File: src/rtl/dct_stage1_xpose_ctrl.sv
// dct_stage1_xpose_ctrl: fills the 8x8 stage-1 array column by column, then streams it back row by row (transpose).
// Ports: clk; rst (async, active high); flush (sync abort of the current block);
//  in_valid/in_ready column handshake; wr_en_entry[c][e] write enables to the array;
//  arr_data[c][e] array contents (signed, SIZE bits); out_valid/out_ready row handshake;
//  out_data[c] = arr_data[c][row_cnt]; out_sob marks row 0, out_eob marks row 7.
// Optional: `define DCT_XPOSE_BLKCNT_EN adds blk_cnt[15:0], count of fully drained blocks (wraps).
module dct_stage1_xpose_ctrl #(
  parameter int SIZE = 10
) (
  input  logic                              clk,
  input  logic                              rst,
  input  logic                              flush,
  input  logic                              in_valid,
  output logic                              in_ready,
  output logic [7:0][7:0]                   wr_en_entry,
  input  logic signed [7:0][7:0][SIZE-1:0]  arr_data,
  output logic                              out_valid,
  input  logic                              out_ready,
  output logic signed [7:0][SIZE-1:0]       out_data,
`ifdef DCT_XPOSE_BLKCNT_EN
  output logic [15:0]                       blk_cnt,
`endif
  output logic                              out_sob,
  output logic                              out_eob
);
  typedef enum logic {FILL, DRAIN} state_t;
  state_t state, state_nxt;
  logic [2:0] col_cnt, row_cnt, col_nxt, row_nxt;
  logic in_hs, out_hs;
  // flush suppresses both handshakes so nothing is written or counted in the abort cycle
  assign in_hs  = state == FILL && in_valid && !flush;
  assign out_hs = state == DRAIN && out_ready && !flush;
  always_ff @(posedge clk or posedge rst)
    if (rst) begin
      state   <= FILL;
      col_cnt <= 3'd0;
      row_cnt <= 3'd0;
    end else begin
      state   <= state_nxt;
      col_cnt <= col_nxt;
      row_cnt <= row_nxt;
    end
  always_comb begin
    state_nxt = flush ? FILL :
                (in_hs && col_cnt == 3'd7) ? DRAIN :
                (out_hs && row_cnt == 3'd7) ? FILL : state;
    col_nxt   = flush ? 3'd0 : in_hs ? col_cnt + 3'd1 : col_cnt;
    row_nxt   = flush ? 3'd0 : out_hs ? row_cnt + 3'd1 : row_cnt;
  end
  // wr_en is gated by rst so an asserted reset never writes the array
  always_comb begin
    in_ready    = state == FILL;
    out_valid   = state == DRAIN;
    out_sob     = out_valid && row_cnt == 3'd0;
    out_eob     = out_valid && row_cnt == 3'd7;
    wr_en_entry = '0;
    if (in_hs && !rst) wr_en_entry[col_cnt] = 8'hFF;
  end
  for (genvar c = 0; c < 8; c++) begin : g_row
    assign out_data[c] = arr_data[c][row_cnt];
  end
`ifdef DCT_XPOSE_BLKCNT_EN
  always_ff @(posedge clk or posedge rst)
    if (rst) blk_cnt <= 16'd0;
    else if (out_hs && row_cnt == 3'd7) blk_cnt <= blk_cnt + 16'd1;
`endif
endmodule

File: config.mk
export PLATFORM = sky130hd
export DESIGN_NAME = dct_stage1_xpose_ctrl
export DESIGN_NICKNAME = d
export VERILOG_FILES = /design/src/rtl/dct_stage1_xpose_ctrl.sv
export SDC_FILE = /design/constraint.sdc
export NUM_CORES = 1
export LEC_CHECK = 0
export CAP_MARGIN = 20
export CORE_AREA = 5 5 309 311
export DETAILED_ROUTE_END_ITERATION = 10
export DIE_AREA = 0 0 314 316
export GPL_TIMING_DRIVEN = 1
export PLACE_DENSITY = 0.4
export REMOVE_ABC_BUFFERS = 1
export SETUP_SLACK_MARGIN = 0.05
export SYNTH_ARGS = -nofsm -noshare
export SYNTH_HDL_FRONTEND = slang
export SYNTH_SLANG_ARGS = --single-unit
File: constraint.sdc
create_clock -name clk -period 3.4 [get_ports clk]
set_input_delay 0.34 -clock clk [delete_from_list [all_inputs] [get_ports clk]]
set_output_delay 0.34 -clock clk [all_outputs]
set_load 0.01 [all_outputs]
## Word level (Yosys, flattened, before mapping)

Cells that the tools add are included.

| storage, ports and cells | value |
|---|---|
| input bits | 645 |
| register bits after elaboration | 7 |
| output and inout port bits | 148 |
| logic and storage cells | 53 |

| cells by class | value |
|---|---|
| add/sub/neg operators | 2 |
| equal/unequal tests | 2 |
| bitwise gates (word level) | 1 |
| mux-type cells | 26 |
| reduce and logical (&&, ||, !) cells | 16 |
| magnitude comparators | 3 |

Operators with widths:

| operator | number |
|---|---|
| $bmux W10 S3 | 8 |
| $mux W10 | 8 |
| $mux W64 | 1 |
| $demux W8 S3 | 1 |
| $mux W3 | 4 |
| $logic_and A1 B1 Y1 | 10 |
| $lt A3 B4 Y1 const B | 2 |
| $mux W8 | 1 |
| $add A3 B1 Y3 const B | 2 |
| $eq A3 B3 Y1 const B | 2 |
| $reduce_bool A2 Y1 | 2 |
| $ge A3 B1 Y1 const B | 1 |
| $logic_not A3 Y1 | 1 |
| $mux W1 | 3 |
| $reduce_bool A3 Y1 | 1 |
| $logic_not A1 Y1 | 2 |
| $not A1 Y1 | 1 |

## Longest topological paths before layout

| logic depth | value |
|---|---|
| depth in word-level cells | 6 |
| gate-level depth with buffers | 7 |
| gate-level depth less buffers | 4 |

## Worst setup path before layout

Ideal clock, no wire load.

| timing | value |
|---|---|
| path kind | register to output |
| from | register state, in the netlist out_valid |
| to | output wr_en_entry[1] in the netlist's numbering |
| buffers on the path | 2 |
| arrival | 1965 ps |
| stages on the path, launching flop included | 6 |
| required time | 3060 ps |
| path slack | 1095 ps |
| cells stage by stage | dfrtp_1 clkbuf_1 nor4b_1 nand2b_1 nor3_1 buf_4 |

RTL lines:

| item | line | text |
|---|---|---|
| start: declaration | 27 | `state_t state, state_nxt;` |
| start signal: assignment | 39 | `state <= state_nxt;` |
| end: declaration | 15 | `output logic [7:0][7:0] wr_en_entry,` |

==> impl_metrics.tcl <==
set metrics [dict create \
    status "finished, final reports clean" \
    hp-class "input pin to async pin" \
    drt_first_iter_violations 305 \
    endpoint_kind "primary output" \
    p_sw_mw 0.3695 \
    crit_required_ns 3.06 \
    synth-edff-count 0 \
    fin_area_um2 14740 \
    p_per_area_nw_per_um2 102.8 \
    hold_buffers 0 \
    post-route-drc-count 0 \
    die_h_um 316 \
    comb_power_share_pct 81.1 \
    vias 7195 \
    fin_crit_sh_pct 89.73 \
    place_area_um2 14640 \
    cts_buffers 3 \
    power.total_mw 1.515 \
    clkPwrFrac_pct 13.0 \
    busiest_layer "met2" \
    die_w_um 314 \
    cp_max_fo 16 \
    cp.arrival_ns 2.71 \
    use_met1_pct 11.93 \
    worst-setup-path-type "flop to primary output" \
    io_pins 793 \
    vias_per_cell 3.101 \
    fin_cells 2320 \
    cts_root_buffer "clkbuf_16" \
    drive_gt1_share_pct 25.49 \
    ys.flop_type "dfrtp_1" \
    postRouteAntennaNets 0 \
    clk_path_buf_depth 2 \
    regToRegSetupSlack_ns 1.44 \
    area_growth_syn_to_layout_pct 161.9 \
    grt_pass1_vias 8148 \
    dr.pass1.iters 5 \
    grt_start_max_net_pins 84 \
    gr-usage-met3_pct 4.719 \
    clock-skew-final_ns 0.001286 \
    syn_avg_cell_area_um2 14.28 \
    relSlewSlack_pct 56.98 \
    cp-start-kind "flop" \
    fin_nets 1765 \
    worstReg2RegStart "row_cnt[0]$_DFFE_PP0P_" \
    hold_violations 0 \
    dpl.hpwl_mm 50.37 \
    max_freq_ghz 0.3278 \
    yosysSeqAreaShare_pct 3.112 \
    ys_async_sr_fraction_pct 100.0 \
    place_congestion 0.8724 \
    post_cts_resized 0 \
    peakVddDrop_mv 0.1041 \
    seq_power_share_pct 5.9 \
    cts_setup_buffers 0 \
    synth_cell_types 22 \
    initial_core_util_pct 6.085 \
    core_um2 92490 \
    worst_pin_slew_ns 0.6452 \
    antenna_found_initial 26 \
    synthCells 394 \
    r2r_end "out_valid$_DFFE_PP0P_" \
    wirelength_mm 55.37 \
    r2r_cells 6 \
    dp_cells 2307 \
    min_period_ns 3.051 \
    die-area_um2 99220 \
    wl_per_cell_um 23.87 \
    swShare_pct 24.39 \
    grt_first_pass_wirelength_mm 71.35 \
    p_int_mw 1.145 \
    overflow 0 \
    leakage_nw 4.555 \
    slew_violations 0 \
    track_usage_pct 10.25 \
    rows 112 \
    port_buffers 792 \
    cts_sinks 7 \
    maxCapViolations 0 \
    holdWs_ns 0.3840 \
    post-route-util_pct 15.94 \
    grtUsageMet2_pct 18.16 \
    clk_pin_slew_ns 0.04 \
    syn-cell-area_um2 5628 \
    yosysWarnings 0 \
    rsz0062_at_grt "false" \
    htree_num_levels 1 \
    insertion_delay_ns 0.23 \
    synth-seq-cells 7 \
    setup_viol 0 \
    cts_tree "yes" \
]
-- metal layers --
layer | share of wire [%] | wire length (um) | up-vias
li1 | - | - | 3110
met1 | 37 | 20290 | 3525
met2 | 50 | 27560 | 488
met3 | 13 | 7173 | 42
met4 | 0.26 | 146 | 30
met5 | 0.35 | 193 | -
-- cell usage in the layout, fill, tap and decap left out --
master,count
nor3_1,2
clkbuf_16,3
diode_2,9
nand3_1,2
nor2_1,11
and2_1,1
nand2b_1,3
buf_4,31
inv_1,4
mux2i_1,2
mux4_2,160
a21oi_1,3
nor2b_1,1
dfrtp_1,4
xnor2_1,2
dfrtp_4,3
mux2_2,80
buf_12,7
clkdlybuf4s50_1,781
a211oi_1,1
nor4b_1,1
clkbuf_1,1
nand2_1,6
ha_1,5
-- cell families (layout without fill, tap and decap cells) --
kind of cell	after synthesis	after routing	share of synthesized area (%)
other cells	0	9	0
mux	242	242	80.39
compound gates	4	4	0.4001
flops	7	7	3.113
fa+ha+maj	5	5	1.112
xor+xnor	2	2	0.3113
simple gates	27	27	2.201
buf+inv	107	827	12.47
-- worst max-delay path, cell delays in order (launching register included) --
cell and delay (ns):
dfrtp_4 0.64, buf_12 0.24, buf_12 0.20, mux4_2 0.55, mux2_2 0.29, clkdlybuf4s50_1 0.54
-- state kept, by name (all words and copies together), names as in the netlist --
register and count:
row_cnt 3, out_valid 1, col_cnt 3
-- cell usage after synthesis, types with 2 or more instances --
cell | count | share of area, %
buf_1 | 2 | 0.13
nand2b_1 | 3 | 0.33
xnor2_1 | 2 | 0.31
a21oi_1 | 3 | 0.27
ha_1 | 5 | 1.1
mux4_2 | 160 | 64
clkbuf_1 | 23 | 1.5
nand3_1 | 2 | 0.18
nand2_1 | 6 | 0.40
inv_1 | 4 | 0.27
nor3_1 | 2 | 0.18
mux2_2 | 80 | 16
mux2i_1 | 2 | 0.36
nor2_1 | 11 | 0.73
buf_4 | 56 | 7.5
buf_2 | 12 | 1.1
buf_6 | 10 | 2.0
dfrtp_1 | 7 | 3.1
-- power groups by stage --
stage / clock network [mW] / registers (mW) / logic (mW)
2_1_floorplan: 0 / 0.0903 / 0.233
3_3_place_gp: 0 / 0.0913 / 1.24
3_5_place_dp: 0 / 0.0913 / 1.24
4_1_cts: 0.199 / 0.0902 / 1.25
5_1_grt: 0.205 / 0.0906 / 1.29
6_report: 0.197 / 0.0901 / 1.23
-- through the flow --
stage	TNS, ns	setup slack (ns)
6_report	0	0.3492
5_1_grt	0	0.2253
4_1_cts	0	0.2455
3_5_place_dp	0	0.4220
3_3_place_gp	0	0.4516
2_1_floorplan	-346.39	-4.050
-- worst max-delay path by stage --
stage / startpoint / to / slack [ns] / cells past startpoint
2_1_floorplan: row_cnt[0]$_DFFE_PP0P_ / out_data[0] / -4.05 / 2
3_3_place_gp: flush / wr_en_entry[31] / 0.45 / 5
3_5_place_dp: flush / wr_en_entry[30] / 0.42 / 5
4_1_cts: row_cnt[0]$_DFFE_PP0P_ / out_data[14] / 0.25 / 5
5_1_grt: row_cnt[0]$_DFFE_PP0P_ / out_data[14] / 0.23 / 5
6_report: row_cnt[0]$_DFFE_PP0P_ / out_data[14] / 0.35 / 5
-- area by class of cell --
class,count,area (um2)
repair buffers,819,8190
multi-input cells,280,4751
flip-flops and latches,7,186.4
well taps,1197,1498
diodes,9,22.52
fillers,10236,77750
inverters,4,15.01
clock buffers,4,78.83
Note: power is estimated with default switching activity, not from simulation.
